[src/rtl/sprite_row_fetcher_if.sv]
// Bus bundle for sprite_row_fetcher.
// Groups three handshakes: the row request from the sprite scheduler, the read
// port of the 8192 x 2b sprite memory, and the pixel stream to the scanline
// buffer writer, plus the end-of-row done pulse.
//   master : scheduler / memory / pixel-sink side (drives req_*, mem_rdata, pix_ready)
//   slave  : the fetch engine (drives req_ready, mem_*, pix_*, done)
interface sprite_row_fetcher_if #(
    parameter int unsigned X_W = 10
);
    logic           req_valid;
    logic           req_ready;
    logic [4:0]     req_sprite;
    logic [3:0]     req_row;
    logic [X_W-1:0] req_x;
    logic           req_flip_x;
    logic           req_flip_y;

    logic           mem_ren;
    logic [12:0]    mem_raddr;
    logic [1:0]     mem_rdata;

    logic           pix_valid;
    logic           pix_ready;
    logic [X_W-1:0] pix_x;
    logic [1:0]     pix_color;

    logic           done;

    modport master (
        output req_valid, req_sprite, req_row, req_x, req_flip_x, req_flip_y,
        output mem_rdata, pix_ready,
        input  req_ready, mem_ren, mem_raddr, pix_valid, pix_x, pix_color, done
    );

    modport slave (
        input  req_valid, req_sprite, req_row, req_x, req_flip_x, req_flip_y,
        input  mem_rdata, pix_ready,
        output req_ready, mem_ren, mem_raddr, pix_valid, pix_x, pix_color, done
    );
endinterface

[src/rtl/sprite_row_fetcher.sv]
// sprite_row_fetcher: read-side engine for the 2-bit sprite pixel memory.
// Accepts one sprite-row request, issues 16 sequential reads to the 1-cycle
// registered sprite memory and streams the returned pixels, tagged with their
// screen X, through a 2-entry output FIFO.
// Ports:
//   clk    : system clock, all logic on posedge
//   resetn : synchronous active-low reset
//   bus    : sprite_row_fetcher_if.slave
//            req_*  row request (sprite, row, x, flips) with valid/ready
//            mem_*  sprite memory read port (ren, 13-bit raddr, 2-bit rdata)
//            pix_*  pixel stream (x, colour) with valid/ready
//            done   1-cycle pulse when a row is fully retired
module sprite_row_fetcher #(
    parameter int unsigned X_W              = 10,
    parameter bit          SKIP_TRANSPARENT = 1'b1
) (
    input logic                 clk,
    input logic                 resetn,
    sprite_row_fetcher_if.slave bus
);
    typedef enum logic [1:0] {StIdle, StFetch, StDrain} state_e;

    state_e state_q, state_d;

    // Latched request
    logic [4:0]     sprite_q;
    logic [3:0]     row_q;
    logic [X_W-1:0] x_q;
    logic           flip_x_q;
    logic           flip_y_q;

    // Next column to issue (always ascending; flip only alters the address)
    logic [3:0]     col_q, col_d;

    // One read can be in flight; its column tags the returned pixel
    logic           inflight_q;
    logic [3:0]     inflight_col_q;
    logic [12:0]    raddr_q;

    // 2-entry output FIFO of {x, colour}
    logic [X_W+1:0] fifo_q [2];
    logic           rd_ptr_q;
    logic           wr_ptr_q;
    logic [1:0]     cnt_q;

    logic           req_ready;
    logic           accept;
    logic           issue;
    logic           push;
    logic           pop;
    logic           done;
    logic           drained;
    logic [2:0]     level;
    logic [12:0]    addr;
    logic [X_W-1:0] push_x;

    assign req_ready = (state_q == StIdle) && resetn;
    assign addr      = {sprite_q, row_q ^ {4{flip_y_q}}, col_q ^ {4{flip_x_q}}};
    assign push_x    = x_q + {{(X_W-4){1'b0}}, inflight_col_q};
    assign pop       = (cnt_q != 2'd0) && bus.pix_ready;
    assign push      = inflight_q && (!SKIP_TRANSPARENT || (bus.mem_rdata != 2'b00));

    // Occupancy the FIFO could reach once the in-flight read lands, after this
    // cycle's pop. Keeping it below 2 before issuing means no overflow.
    assign level     = {1'b0, cnt_q} + {2'b00, inflight_q} - {2'b00, pop};

    // FIFO will be empty after this cycle (no push possible once nothing is in flight)
    assign drained   = (cnt_q == 2'd0) || ((cnt_q == 2'd1) && pop);

    always_comb begin
        state_d = state_q;
        col_d   = col_q;
        accept  = 1'b0;
        issue   = 1'b0;
        done    = 1'b0;
        unique case (state_q)
            StIdle: begin
                if (bus.req_valid && req_ready) begin
                    accept  = 1'b1;
                    col_d   = 4'd0;
                    state_d = StFetch;
                end
            end
            StFetch: begin
                if (level < 3'd2) begin
                    issue = 1'b1;
                    col_d = col_q + 4'd1;
                    if (col_q == 4'd15) begin
                        state_d = StDrain;
                    end
                end
            end
            StDrain: begin
                if (!inflight_q && drained) begin
                    done    = 1'b1;
                    state_d = StIdle;
                end
            end
            default: state_d = StIdle;
        endcase
    end

    always_ff @(posedge clk) begin
        if (!resetn) begin
            state_q        <= StIdle;
            sprite_q       <= '0;
            row_q          <= '0;
            x_q            <= '0;
            flip_x_q       <= 1'b0;
            flip_y_q       <= 1'b0;
            col_q          <= '0;
            inflight_q     <= 1'b0;
            inflight_col_q <= '0;
            raddr_q        <= '0;
            rd_ptr_q       <= 1'b0;
            wr_ptr_q       <= 1'b0;
            cnt_q          <= '0;
            for (int i = 0; i < 2; i++) begin
                fifo_q[i] <= '0;
            end
        end else begin
            state_q    <= state_d;
            col_q      <= col_d;
            inflight_q <= issue;
            if (accept) begin
                sprite_q <= bus.req_sprite;
                row_q    <= bus.req_row;
                x_q      <= bus.req_x;
                flip_x_q <= bus.req_flip_x;
                flip_y_q <= bus.req_flip_y;
            end
            if (issue) begin
                inflight_col_q <= col_q;
                raddr_q        <= addr;
            end
            if (push) begin
                fifo_q[wr_ptr_q] <= {push_x, bus.mem_rdata};
                wr_ptr_q         <= ~wr_ptr_q;
            end
            if (pop) begin
                rd_ptr_q <= ~rd_ptr_q;
            end
            cnt_q <= cnt_q + {1'b0, push} - {1'b0, pop};
        end
    end

    assign bus.req_ready = req_ready;
    assign bus.mem_ren   = issue;
    assign bus.mem_raddr = issue ? addr : raddr_q;
    assign bus.pix_valid = (cnt_q != 2'd0);
    assign bus.pix_x     = fifo_q[rd_ptr_q][X_W+1:2];
    assign bus.pix_color = fifo_q[rd_ptr_q][1:0];
    assign bus.done      = done;
endmodule
[src/flat_wrapper.sv]
// flat-port wrapper written by rule: the top's interface ports become plain ports
module sprite_row_fetcher_flat 
#(
    parameter int unsigned X_W              = 10,
    parameter bit          SKIP_TRANSPARENT = 1'b1
)
  (clk, resetn, bus_req_valid, bus_req_sprite, bus_req_row, bus_req_x, bus_req_flip_x, bus_req_flip_y, bus_mem_rdata, bus_pix_ready, bus_req_ready, bus_mem_ren, bus_mem_raddr, bus_pix_valid, bus_pix_x, bus_pix_color, bus_done);
  sprite_row_fetcher_if #(.X_W(X_W)) bus_i ();
  input logic clk;
  input logic resetn;
  input wire logic [$bits(bus_i.req_valid)-1:0] bus_req_valid;
  input wire logic [$bits(bus_i.req_sprite)-1:0] bus_req_sprite;
  input wire logic [$bits(bus_i.req_row)-1:0] bus_req_row;
  input wire logic [$bits(bus_i.req_x)-1:0] bus_req_x;
  input wire logic [$bits(bus_i.req_flip_x)-1:0] bus_req_flip_x;
  input wire logic [$bits(bus_i.req_flip_y)-1:0] bus_req_flip_y;
  input wire logic [$bits(bus_i.mem_rdata)-1:0] bus_mem_rdata;
  input wire logic [$bits(bus_i.pix_ready)-1:0] bus_pix_ready;
  output wire logic [$bits(bus_i.req_ready)-1:0] bus_req_ready;
  output wire logic [$bits(bus_i.mem_ren)-1:0] bus_mem_ren;
  output wire logic [$bits(bus_i.mem_raddr)-1:0] bus_mem_raddr;
  output wire logic [$bits(bus_i.pix_valid)-1:0] bus_pix_valid;
  output wire logic [$bits(bus_i.pix_x)-1:0] bus_pix_x;
  output wire logic [$bits(bus_i.pix_color)-1:0] bus_pix_color;
  output wire logic [$bits(bus_i.done)-1:0] bus_done;
  assign bus_i.req_valid = bus_req_valid;
  assign bus_i.req_sprite = bus_req_sprite;
  assign bus_i.req_row = bus_req_row;
  assign bus_i.req_x = bus_req_x;
  assign bus_i.req_flip_x = bus_req_flip_x;
  assign bus_i.req_flip_y = bus_req_flip_y;
  assign bus_i.mem_rdata = bus_mem_rdata;
  assign bus_i.pix_ready = bus_pix_ready;
  assign bus_req_ready = bus_i.req_ready;
  assign bus_mem_ren = bus_i.mem_ren;
  assign bus_mem_raddr = bus_i.mem_raddr;
  assign bus_pix_valid = bus_i.pix_valid;
  assign bus_pix_x = bus_i.pix_x;
  assign bus_pix_color = bus_i.pix_color;
  assign bus_done = bus_i.done;
  sprite_row_fetcher #(.X_W(X_W), .SKIP_TRANSPARENT(SKIP_TRANSPARENT)) u_core (.clk(clk), .resetn(resetn), .bus(bus_i));
endmodule
[config.mk]
export PLATFORM = sky130hd
export DESIGN_NAME = sprite_row_fetcher_flat
export DESIGN_NICKNAME = d
export VERILOG_FILES = /design/src/rtl/sprite_row_fetcher_if.sv /design/src/rtl/sprite_row_fetcher.sv /design/src/flat_wrapper.sv
export SDC_FILE = /design/constraint.sdc
export NUM_CORES = 1
export LEC_CHECK = 0
export BUFFER_PORTS_ARGS = -buffer_cell sky130_fd_sc_hd__buf_2
export CAP_MARGIN = 20
export CORE_MARGIN = 2
export CORE_UTILIZATION = 45
export DETAILED_ROUTE_END_ITERATION = 16
export PLACE_DENSITY_LB_ADDON = 0.12
export SLEW_MARGIN = 20
export SYNTH_ARGS = -nofsm -noshare
export SYNTH_HDL_FRONTEND = slang
export SYNTH_SLANG_ARGS = --single-unit
[constraint.sdc]
create_clock -name clk -period 4.95 [get_ports clk]
set_input_delay 0.99 -clock clk [delete_from_list [all_inputs] [get_ports clk]]
set_output_delay 0.99 -clock clk [all_outputs]
set_load 0.02 [all_outputs]
## After elaboration in Yosys (flattened, before gate mapping)

Memory sizes are Yosys's and may differ from the RTL's. A register that Yosys moved wholly into a read port is not among the register bits.
Index checks and enable logic that the tools add are counted.

| operators by class | value |
|---|---|
| bitwise logic cells | 4 |
| equal/unequal tests | 8 |
| reductions and logical operators | 16 |
| add/subtract/negate cells | 6 |
| magnitude comparators | 1 |
| multiplexer cells | 24 |

Operators with widths:

| cell | number |
|---|---|
| two-way mux 1 bit | 14 |
| two-way mux 13 bit | 1 |
| two-way mux 12 bit | 1 |
| OR reduction 12 bit | 1 |
| adder 10 x 4 -> 10 bit | 1 |
| two-way mux 2 bit | 4 |
| two-way mux 4 bit | 2 |
| case mux 4 bit (2 select lines) | 1 |
| XOR 4 bit | 2 |
| logical AND 1 bit | 6 |
| != test 2 x 1 -> 1 bit, second input constant | 3 |
| case mux 2 bit (3 select lines) | 1 |
| nonzero test 2 bit | 3 |
| adder 4 x 1 -> 4 bit, second input constant | 1 |
| equality test 2 x 1 -> 1 bit, second input constant | 2 |
| equality test 4 bit, second input constant | 1 |
| logical NOT 2 bit | 2 |
| AND reduction 4 bit | 1 |
| adder 2 x 1 -> 3 bit | 1 |
| < comparator 3 x 2 -> 1 bit, second input constant | 1 |
| AND reduction 3 bit | 1 |
| subtractor 3 x 1 -> 3 bit | 1 |
| adder 2 x 1 -> 2 bit | 1 |
| equality test 2 bit, second input constant | 1 |
| 5 further kinds | 6 |

| storage, ports and cells | value |
|---|---|
| flip-flop bits (word level) | 49 |
| memories kept | 1 |
| logic and storage cells | 73 |
| input bits | 27 |
| output and inout port bits | 29 |
| RAM bits | 24 |

Memory list:

| name | depth | bits a word | rd ports | clocked after memory_dff | wr ports | RTL line | source |
|---|---|---|---|---|---|---|---|
| u_core.fifo_q | 2 | 12 | 1 | 1 | 2 | sprite_row_fetcher.sv:41 | `logic [X_W+1:0] fifo_q [2];` |

## Logic depth before layout (Yosys ltp)

Gate-level depths: netlist of the first run.

| logic depth | value |
|---|---|
| depth in word-level cells | 7 |
| mapped depth | 9 |
| depth with buffers taken out | 8 |

## Least setup slack after synthesis of the first run

No wires, ideal clock.

| path | value |
|---|---|
| kind | input to output |
| start point | input bus_pix_ready |
| end point | output bus_mem_raddr[0] |
| required time | 3.960 ns |
| stages on the path | 7 |
| path buffers | 1 |
| setup slack | 1.225 ns |
| arrival | 2.735 ns |
| cell sequence | xor2_1 -> nand2_1 -> fa_1 -> nand3b_1 -> nor2_4 -> clkbuf_1 -> a21oi_1 |

| on the way | value |
|---|---|
| longest elaborated chain between the ends | 6 |

RTL lines:

| item | RTL line | source |
|---|---|---|
| start: declaration | flat_wrapper.sv:18 | `input wire logic [$bits(bus_i.pix_ready)-1:0] bus_pix_ready;` |
| logical AND 1 bit | sprite_row_fetcher.sv:60 | `assign pop = (cnt_q != 2'd0) && bus.pix_ready;` |
| subtractor 3 x 1 -> 3 bit | sprite_row_fetcher.sv:65 | `assign level = {1'b0, cnt_q} + {2'b00, inflight_q} - {2'b00, pop};` |
| < comparator 3 x 2 -> 1 bit | sprite_row_fetcher.sv:85 | `if (level < 3'd2) begin` |
| two-way mux 1 bit | sprite_row_fetcher.sv:85 |  |
| two-way mux 1 bit | sprite_row_fetcher.sv:76 | `unique case (state_q)` |
| via bus_mem_ren | flat_wrapper.sv:20 | `output wire logic [$bits(bus_i.mem_ren)-1:0] bus_mem_ren;` |
| two-way mux 13 bit | sprite_row_fetcher.sv:149 | `assign bus.mem_raddr = issue ? addr : raddr_q;` |
| end: declaration | flat_wrapper.sv:21 | `output wire logic [$bits(bus_i.mem_raddr)-1:0] bus_mem_raddr;` |

The timed path passes the listed nets, and every way through them passes these cells.

## Worst setup path in the final report of the first run

| path | value |
|---|---|
| start point | input bus_pix_ready |
| end point | output bus_mem_raddr[6] |

| on the way | value |
|---|---|
| longest elaborated chain between the ends | 6 |

RTL lines:

| item | RTL line |
|---|---|
| logical AND 1 bit | sprite_row_fetcher.sv:60 |
| subtractor 3 x 1 -> 3 bit | sprite_row_fetcher.sv:65 |
| < comparator 3 x 2 -> 1 bit | sprite_row_fetcher.sv:85 |
| two-way mux 1 bit | sprite_row_fetcher.sv:85 |
| two-way mux 1 bit | sprite_row_fetcher.sv:76 |
| two-way mux 13 bit | sprite_row_fetcher.sv:149 |

Every way passes these cells.

==> results of run 1 <==
==> cell usage after synthesis, types with 3 or more instances <==
cell	n
nand3_1	5
nor3_1	5
xor2_1	4
xnor2_1	14
nor2b_1	3
mux2_2	17
buf_1	3
nand2b_1	3
and2_1	15
nand2_1	6
buf_2	4
o21ai_0	6
a211oi_1	9
dfxtp_1	50
ha_1	6
nor2_1	36
a21oi_1	17
a21o_1	3
mux2i_1	5
inv_1	4
a22o_1	21
clkbuf_1	5
edfxtp_1	24
==> through the flow <==
step,hold WS [ns],std cells,setup WS [ns],utilization [%]
global placement,0.460,428,0.841,52.0
detailed placement,0.464,428,0.810,52.0
global route,0.505,444,0.504,55.4
CTS,0.488,444,0.779,55.3
finish,0.487,444,0.781,55.4
floorplan,0.443,288,1.22,-
==> worst max-delay path: stages <==
cell and delay (ns):
buf_2 0.11, xor2_1 0.16, nand2_1 0.08, fa_1 0.51, nand3b_1 0.19, nor2_4 0.45
buf_4 0.31, nor2_1 0.08, a21oi_1 0.11, buf_2 0.18
==> worst max path at each step <==
| stage | from | endpoint | slack (ns) | depth (start not counted) |
|---|---|---|---|---|
| final | bus_pix_ready | bus_mem_raddr[6] | 0.78 | 10 |
| after global routing | bus_pix_ready | bus_mem_raddr[6] | 0.50 | 10 |
| after CTS | bus_pix_ready | bus_mem_raddr[6] | 0.78 | 10 |
| after detailed placement | bus_pix_ready | bus_mem_raddr[6] | 0.81 | 10 |
| after global placement | bus_pix_ready | bus_mem_raddr[6] | 0.84 | 10 |
| after floorplan | bus_pix_ready | bus_mem_raddr[0] | 1.22 | 7 |
==> power by group through the flow <==
stage / sequential, mW / combinational (mW) / clock [mW]
floorplan: 0.682 / 0.116 / 0
global route: 0.680 / 0.175 / 0.561
global placement: 0.689 / 0.156 / 0
finish: 0.676 / 0.158 / 0.521
detailed placement: 0.690 / 0.158 / 0
CTS: 0.676 / 0.159 / 0.534
==> layout by cell type, fill, tap and decap left out, drive strengths merged, types with 3 or more instances in the layout <==
cell type,instances
nand2b,3
a22o,21
nand3,5
mux2,17
edfxtp,24
a21o,3
ha,6
buf,57
and2,15
a21oi,17
mux2i,5
nor2b,3
dfxtp,50
clkbuf,10
xnor2,14
nor3,5
o21ai,6
nor2,37
xor2,5
inv,7
nand2,6
a211oi,9
==> registers in the layout (all words and copies together), names as in the netlist, named ones only <==
signal and cells:
u_core.fifo_q 24, u_core.raddr_q 13, u_core.x_q 10, u_core.sprite_q 5
u_core.col_q 4, u_core.inflight_col_q 4, u_core.row_q 4, u_core.cnt_q 2
u_core.state_q 2, u_core.flip_x_q 1, u_core.flip_y_q 1, u_core.inflight_q 1
u_core.rd_ptr_q 1, u_core.wr_ptr_q 1
==> metal layers <==
| metal | vias to the layer above | track usage (%) | wire length [um] | share of wire [%] |
|---|---|---|---|---|
| li1 | 1145 | - | - | - |
| met1 | 1025 | 20.9 | 2760 | 47 |
| met2 | 52 | 26.9 | 2700 | 46 |
| met3 | 10 | 4.76 | 342 | 5.8 |
| met4 | 0 | 8.68 | 120 | 2.0 |
| met5 | - | 0 | 0 | 0 |
==> logic make-up (layout without fill, tap and decap cells) <==
| kind of cell | after synthesis | after routing | share of synthesized area (%) |
|---|---|---|---|
| AO/OA/AOI/OAI | 62 | 62 | 13.7 |
| flip-flops | 74 | 74 | 53.9 |
| adder cells (fa/ha/maj) | 8 | 8 | 3.60 |
| XOR/XNOR | 19 | 19 | 5.44 |
| AND/OR/NAND/NOR | 86 | 86 | 13.5 |
| multiplexers | 22 | 22 | 7.56 |
| buffers and inverters | 17 | 77 | 2.27 |
==> layout make-up <==
class	count	area (sq um)	share of cell area (%)
Sequential cell	74	1720	45.5
Inverter	4	15.0	0.397
Clock buffer	10	138	3.64
Clock inverter	6	86.3	2.28
Tap cell	96	120	3.17
Multi-Input combinational cell	197	1410	37.3
Timing Repair Buffer	57	290	7.67
==> qor.csv, run 1 <==
metric,value,unit
area of the mapped netlist,3200,sq um
row count,30,
antenna violation net count after detailed routing,0,
max cap viols,0,
HP Start,u_core.x_q[2],
DIE WIDTH,88.3,um
ANT cells,0,
vias in the first global route,2165,
ys flop type,dfxtp_1,
Gate power share,11.6,%
post-synth top area cell,dfxtp_1,
Layout area overhead,18.4,%
CP required,3.96,ns
Async SR Flop Fraction,0,%
Fin. Hold Viols,0,
"Endpoint, Worst Hold",u_core.x_q[2],
GRT overflow,0,
Fill cells,633,
Clock H-tree levels,3,
Cells after Synth,288,
"EDFF count, synth",24,
Post-Syn Nets,323,
Vias,2232,
WP data arrival,3.18,ns
Clock Latency Late Sink,0.34,ns
cell leakage power,1.57,nW
CP max FO,19,
hold crit path type,flip-flop to flip-flop,
YS warnings,0,
Syn Area/Cell,11.1,sq um
setup bufs post-CTS,0,
NetSw,0.336,mW
fin crit share,84.2,%
endpoints failing setup,0,
CP Capture Type,primary output,
port bufs,55,
core area,6830,sq um
Post-DP Area,3550,sq um
routed vias/inst,5.03,
first-pass GRT wire length,10000,um
Layout Nets,378,
post-synthesis cell type count,38,
min cycle time layout,4.17,ns
CTS max path bufs,2,
cell area after layout,3780,sq um
Slew Limit Fails,0,
Sequential Power Share,49.9,%
TritonCTS clock tree,done,
share of cells above drive strength 1,27.3,%
I/O Pins,56,
CTS sink cnt,74,
Clock power frac,38.5,%
total power,1.35,mW
initial antenna violation count,0,
CTS resizes,0,
Rel. slew slack,41.5,%
largest cells by area after synthesis,"dfxtp_1 31%, edfxtp_1 23%, mux2_2 6.0%, a22o_1 5.8%, nor2_1 4.2%",
critical path launch point type,input pin,
RSZ-0062 raised after global routing,false,
RR Startpoint,u_core.cnt_q[1],
Setup CP Type,input pin to primary output,
"flops & latches, synth",74,
DRT Pass-1 Iters,4,
largest net degree at the start of global routing,25,
die area,7790,sq um
initial detailed-routing violation count,92,
hold buffers post-CTS,0,
Clock Pin Slew Worst Setup and Hold Paths,0.07,ns
reg2reg path depth,9,
setup TNS,0,ns
WL final,5930,um
Initial Utilization,46.8,%
Root Buffer Master,clkbuf_8,
Routed WL per cell,13.3,um
Reg-to-Reg End,u_core.raddr_q[6],
sequential share of the synthesized area,53.9,%
Die H,88.3,um
area share of the largest cell type after synthesis,31.3,%
Pwr Density,358,nW/um^2
routability cong.,0.747,
Num CTS Buffers,9,
DRC,0,
Final Skew,0.00498,ns
Post-DP HPWL,4090,um
status,"complete, no violations",
hold path depth,1,
max frequency,0.240,GHz
internal power,1.02,mW
worst vdd ir,0.183,mV
All-Layer GR Usage,16.8,%
switching share of power,24.8,%
r2r setup slk,2.20,ns
Worst Tran Pin Value,0.877,ns
No activity file was read; power rests on OpenSTA's default activity.
==> inputs of run 2 (changes only) <==
ABC_AREA = 1   (was unset)
clock period = 4.2 ns   (was 4.95 ns; I/O delays follow)
==> run 2 against run 1 <==
Via count is 20% higher. First-iteration DRC count up 60%. Non-clock buffer count increased by 2. Sequential power increased by 18%. Critical path depth rose by 4. Routed wire length increased by 13%. Register-to-register slack lost 0.51 ns. Largest cell class unchanged. Worst setup slack worse by 0.30 ns. Synthesized cell count is 42% higher. Largest power group unchanged. Clock power shrank 12%. Area after synthesis is 6.1% higher. Highest routed layer unchanged.
==> qor.csv, run 2 <==
metric,value,unit
reg2reg path depth,13,
status,"complete, no violations",
largest cells by area after synthesis,"dfxtp_1 30%, edfxtp_1 21%, nand2_1 8.2%, nand3_1 6.1%, inv_1 6.0%",
All-Layer GR Usage,17.6,%
hold path depth,1,
Cells after Synth,409,
Syn Area/Cell,8.29,sq um
Vias,2673,
sequential share of the synthesized area,50.8,%
Pwr Density,374,nW/um^2
Worst Tran Pin Value,0.591,ns
critical path launch point type,flip-flop,
max cap viols,0,
cell leakage power,1.79,nW
endpoints failing setup,0,
RSZ-0062 raised after global routing,false,
hold crit path type,flip-flop to flip-flop,
CP max FO,30,
r2r setup slk,1.69,ns
most frequent cells in the layout,"74 x nand2_1, 55 x buf_2, 54 x inv_1",
routed vias/inst,4.74,
Slew Limit Fails,0,
Final Skew,0.00508,ns
Critical Path Stages,14,
DIE WIDTH,90.8,um
Clock H-tree levels,3,
setup TNS,0,ns
CP required,3.36,ns
Fin. Hold Viols,0,
post-synthesis cell type count,25,
biggest regs,"u_core.fifo_q (24), u_core.raddr_q (13), u_core.x_q (10)",
post-synth top area cell,dfxtp_1,
"most common cell after layout, fill and taps aside",nand2_1,
hold buffers post-CTS,0,
Die H,90.8,um
initial antenna violation count,0,
"flops & latches, synth",74,
TritonCTS clock tree,done,
Layout Nets,495,
setup bufs post-CTS,0,
core area,7290,sq um
Root Buffer Master,clkbuf_8,
WL final,6680,um
cell area after layout,3890,sq um
Clock Pin Slew Worst Setup and Hold Paths,0.07,ns
port bufs,55,
antenna violation net count after detailed routing,0,
Layout area overhead,14.9,%
routability cong.,0.812,
max reg flops,24,
RR Startpoint,u_core.cnt_q[1],
"EDFF count, synth",24,
worst vdd ir,0.293,mV
Rel. slew slack,60.5,%
DRC,0,
initial detailed-routing violation count,147,
cells along the critical path,"inv_1, nand2_1, nand2_1, nor2_1, o21ai_0, fa_1, xnor2_2, nand2_1, nor2_1, buf_4, nand2_1, o21ai_0, inv_1, buf_2",
CTS sink cnt,74,
I/O Pins,56,
Reg-to-Reg End,u_core.raddr_q[12],
vias in the first global route,2629,
Worst Setup SP,u_core.cnt_q[1],
worst hold margin,0.455,ns
Post-Syn Nets,444,
WP data arrival,2.88,ns
Routed WL per cell,11.8,um
largest net degree at the start of global routing,31,
Clock Latency Late Sink,0.33,ns
Post-DP HPWL,4740,um
ANT cells,0,
most common cell in the netlist,nand2_1,
Fill cells,746,
CP Capture Type,primary output,
ys flop type,dfxtp_1,
storage element area,1720,sq um
area share of the largest cell type after synthesis,29.5,%
CTS max path bufs,2,
Worst path max stage delay,0.46,ns
share of cells above drive strength 1,18.7,%
Buffers & Inverters on Critical Path,4,
fin crit share,88.6,%
min cycle time layout,3.72,ns
multi-input logic area,1380,sq um
die area,8250,sq um
Async SR Flop Fraction,0,%
Setup CP Type,flip-flop to primary output,
row count,31,
most frequent CP cell,nand2_1,
YS warnings,0,
Critical Path Sink,bus_mem_raddr[12],
DRT Pass-1 Iters,4,
Num CTS Buffers,9,
area of the mapped netlist,3390,sq um
final core utilization,53.4,%
Post-DP Area,3730,sq um
GRT overflow,0,
slowest cell on the critical path,dfxtp_1,
max frequency,0.269,GHz
first-pass GRT wire length,11800,um
"CP delay by family, top",buffers and inverters,
Post-synth top cells,"74 x nand2_1, 54 x inv_1, 51 x nor2_1",
Biggest register,u_core.fifo_q,
Initial Utilization,46.5,%
CTS resizes,0,
[run 2: cell types whose count changed in the layout (fill, tap and decap cells not counted), sizes merged, moves of 5 or more]
cell	change
nand3	+37
o21ai	+32
nand2	+68
inv	+47
mux2i	-5
a22o	-21
and2	-15
nor2	+14
mux2	-5
a211oi	-9
[run 2: through the flow]
stage | std cells | setup WS, ns | power (mW)
2_1_floorplan | 409 | 0.897 | 0.953
3_3_place_gp | 548 | 0.571 | 1.02
3_5_place_dp | 548 | 0.535 | 1.02
4_1_cts | 564 | 0.448 | 1.47
5_1_grt | 564 | 0.168 | 1.54
6_report | 564 | 0.479 | 1.46
[run 2: power breakdown]
part	switching, mW	total, mW	internal [mW]
Clock	0.247	0.456	0.209
Combinational	0.131	0.204	0.0729
Sequential	0.0231	0.798	0.775
[run 2: cell families (layout without fill, tap and decap cells)]
kind of cell,after synthesis,after routing,synth area share (%)
flip-flops,74,74,50.8
AO/OA/AOI/OAI,52,52,7.75
XOR/XNOR,12,12,3.32
AND/OR/NAND/NOR,178,178,22.3
adder cells (fa/ha/maj),8,8,3.39
multiplexers,12,12,3.99
buffers and inverters,73,129,8.52
[run 2: area by class of cell]
| cell class | count | share of cell area (%) |
|---|---|---|
| Clock buffer | 10 | 3.28 |
| Inverter | 54 | 5.20 |
| Clock inverter | 6 | 0.867 |
| Multi-Input combinational cell | 262 | 35.4 |
| Sequential cell | 74 | 44.2 |
| Timing Repair Buffer | 59 | 7.84 |
| Tap cell | 99 | 3.18 |
[run 2: metal layers]
layer	up-vias	wire length (um)	GRT usage [%]
li1	1420	-	-
met1	1186	3210	23.1
met2	60	3080	28.8
met3	7	303	3.76
met4	0	82	6.19
met5	-	0	0
[run 2: how the worst min path moves through the flow]
| stage | endpoint | from |
|---|---|---|
| 2_1_floorplan | flip-flop | u_core.rd_ptr_q |
| 3_3_place_gp | u_core.rd_ptr_q | u_core.rd_ptr_q |
| 3_5_place_dp | u_core.rd_ptr_q | u_core.rd_ptr_q |
| 4_1_cts | u_core.rd_ptr_q | u_core.rd_ptr_q |
| 5_1_grt | u_core.rd_ptr_q | u_core.rd_ptr_q |
| 6_report | u_core.rd_ptr_q | u_core.rd_ptr_q |
==> inputs of run 3 (changes only) <==
PLACE_DENSITY = 0.66   (was unset)
PLACE_DENSITY_LB_ADDON = unset   (was 0.12)
==> run 3 against run 2 <==
Clock-buffer cell count increased by 1. Via count decreased by 0.34%. Die area unchanged. Sequential power about the same. Maximum frequency decreased by 0.85%. Core utilization increased by 0.63 points. Critical path depth unchanged. Routed wire length decreased by 1.1%. Final area increased by 1.2%. Cell count unchanged. Largest cell class unchanged. Largest power group unchanged. Highest routed layer unchanged.
==> qor.csv, run 3 (synthesized netlist as in run 2, its figures left out) <==
metric,value,unit
status,"complete, no violations",
slowest cell on the critical path,dfxtp_1,
NetSw,0.420,mW
"most common cell after layout, fill and taps aside",nand2_1,
die area,8250,sq um
worst vdd ir,0.207,mV
Sequential Power Share,51.4,%
"CP delay by family, top",buffers and inverters,
Post-DP HPWL,4660,um
Buffers & Inverters on Critical Path,4,
Vias,2664,
I/O Pins,56,
r2r setup slk,1.69,ns
RR Startpoint,u_core.cnt_q[1],
Clock Pin Slew Worst Setup and Hold Paths,0.08,ns
hold crit path type,flip-flop to flip-flop,
Layout Nets,495,
cell leakage power,1.81,nW
CTS sink cnt,74,
routed vias/inst,4.72,
port bufs,55,
HP Start,u_core.rd_ptr_q,
Clock power frac,35.5,%
Setup CP Type,flip-flop to primary output,
switching share of power,27.0,%
WL final,6600,um
Layout area overhead,16.2,%
"Endpoint, Worst Hold",u_core.rd_ptr_q,
WP data arrival,2.91,ns
CTS max path bufs,2,
reg2reg path depth,13,
largest net degree at the start of global routing,31,
core area,7290,sq um
Initial Utilization,46.5,%
Root Buffer Master,clkbuf_8,
fin crit share,89.4,%
Clock H-tree levels,3,
ANT cells,0,
setup bufs post-CTS,0,
Final Skew,0.00744,ns
cells along the critical path,"inv_1, nand2_1, nand2_1, nor2_1, o21ai_0, fa_1, xnor2_2, nand2_1, nor2_1, buf_4, nand2_1, o21ai_0, inv_1, buf_2",
Rel. slew slack,60.7,%
share of cells above drive strength 1,19.1,%
TritonCTS clock tree,done,
CP required,3.36,ns
vias in the first global route,2505,
Clock Latency Late Sink,0.35,ns
initial antenna violation count,0,
Worst path max stage delay,0.47,ns
hold path depth,1,
CP max FO,30,
Slew Limit Fails,0,
CTS resizes,0,
antenna violation net count after detailed routing,0,
routability cong.,0.836,
first-pass GRT wire length,11100,um
endpoints failing setup,0,
max reg flops,24,
row count,31,
Placed Instances,548,
All-Layer GR Usage,16.7,%
DRC,0,
Num CTS Buffers,9,
internal power,1.13,mW
DIE WIDTH,90.8,um
min cycle time layout,3.75,ns
Reg-to-Reg End,u_core.raddr_q[12],
critical path launch point type,flip-flop,
Biggest register,u_core.fifo_q,
biggest regs,"u_core.fifo_q (24), u_core.raddr_q (13), u_core.x_q (10)",
Fin. Hold Viols,0,
Fill cells,742,
hold buffers post-CTS,0,
setup TNS,0,ns
initial detailed-routing violation count,127,
Worst Tran Pin Value,0.587,ns
GRT overflow,0,
Pwr Density,394,nW/um^2
most frequent CP cell,nand2_1,
RSZ-0062 raised after global routing,false,
final instance count without filler cells,564,
max cap viols,0,
DRT Pass-1 Iters,4,
most frequent cells in the layout,"74 x nand2_1, 55 x buf_2, 54 x inv_1",
Routed WL per cell,11.7,um
Gate power share,13.1,%
CP Capture Type,primary output,
max frequency,0.266,GHz
Die H,90.8,um
## run 3: cell count changes in the layout (fill, tap and decap cells not counted)
cell,before,now
clkinv_4,0,1
clkinv_1,1,0
clkinv_2,3,2
clkbuf_16,0,2
clkbuf_1,1,0
## run 3: metrics by stage
step / worst slack, ns / power, mW / area, sq um / util (%) / hold slack (ns)
after floorplan: 0.897 / 0.953 / 3390 / - / 0.426
after global placement: 0.575 / 1.02 / 3730 / 51.2 / 0.440
after detailed placement: 0.550 / 1.02 / 3730 / 51.2 / 0.442
after CTS: 0.434 / 1.57 / 3940 / 54.0 / 0.461
after global routing: 0.101 / 1.62 / 3940 / 54.0 / 0.503
final: 0.447 / 1.55 / 3940 / 54.0 / 0.461
## run 3: final cells by class
class | count | area (sq um) | area share (%)
flip-flops and latches | 74 | 1720 | 43.7
multi-input cells | 262 | 1380 | 35.0
repair buffers | 59 | 305 | 7.75
inverters | 54 | 203 | 5.14
clock buffers | 11 | 174 | 4.41
well taps | 99 | 124 | 3.14
clock inverters | 5 | 33.8 | 0.857
## run 3: worst reg2reg max path, stage by stage (launching register included)
cell,delay [ns]
dfxtp_1,0.47
inv_1,0.10
nand2_1,0.09
nand2_1,0.07
nor2_1,0.16
o21ai_0,0.14
fa_1,0.42
xnor2_2,0.24
nand2_1,0.07
nor2_1,0.09
buf_4,0.27
nand2_1,0.08
o21ai_0,0.12
nor2_1,0.07
## run 3: metal layers
metal  wire, um  global-route usage [%]  vias up
met4        119                    7.95        0
met3        355                    3.01       11
met1       3170                    21.7     1159
met2       2960                    27.1       69
met5          0                       0        -
li1           -                       -     1425
## run 3: power by group through the flow
stage / registers [mW] / logic, mW / clock network [mW]
after global placement: 0.813 / 0.203 / 0
after detailed placement: 0.814 / 0.204 / 0
after global routing: 0.803 / 0.230 / 0.590
after floorplan: 0.804 / 0.149 / 0
final: 0.798 / 0.204 / 0.551
after CTS: 0.798 / 0.206 / 0.562
## run 3: worst max path at each step
stage / from / end / slack, ns / cells past startpoint
finish: u_core.cnt_q[1] / bus_mem_raddr[10] / 0.45 / 14
global route: u_core.cnt_q[1] / bus_mem_raddr[0] / 0.10 / 14
CTS: u_core.cnt_q[1] / bus_mem_raddr[10] / 0.43 / 14
detailed placement: bus_pix_ready / bus_mem_raddr[11] / 0.55 / 13
global placement: bus_pix_ready / bus_mem_raddr[10] / 0.57 / 13
floorplan: bus_pix_ready / bus_mem_raddr[0] / 0.90 / 11
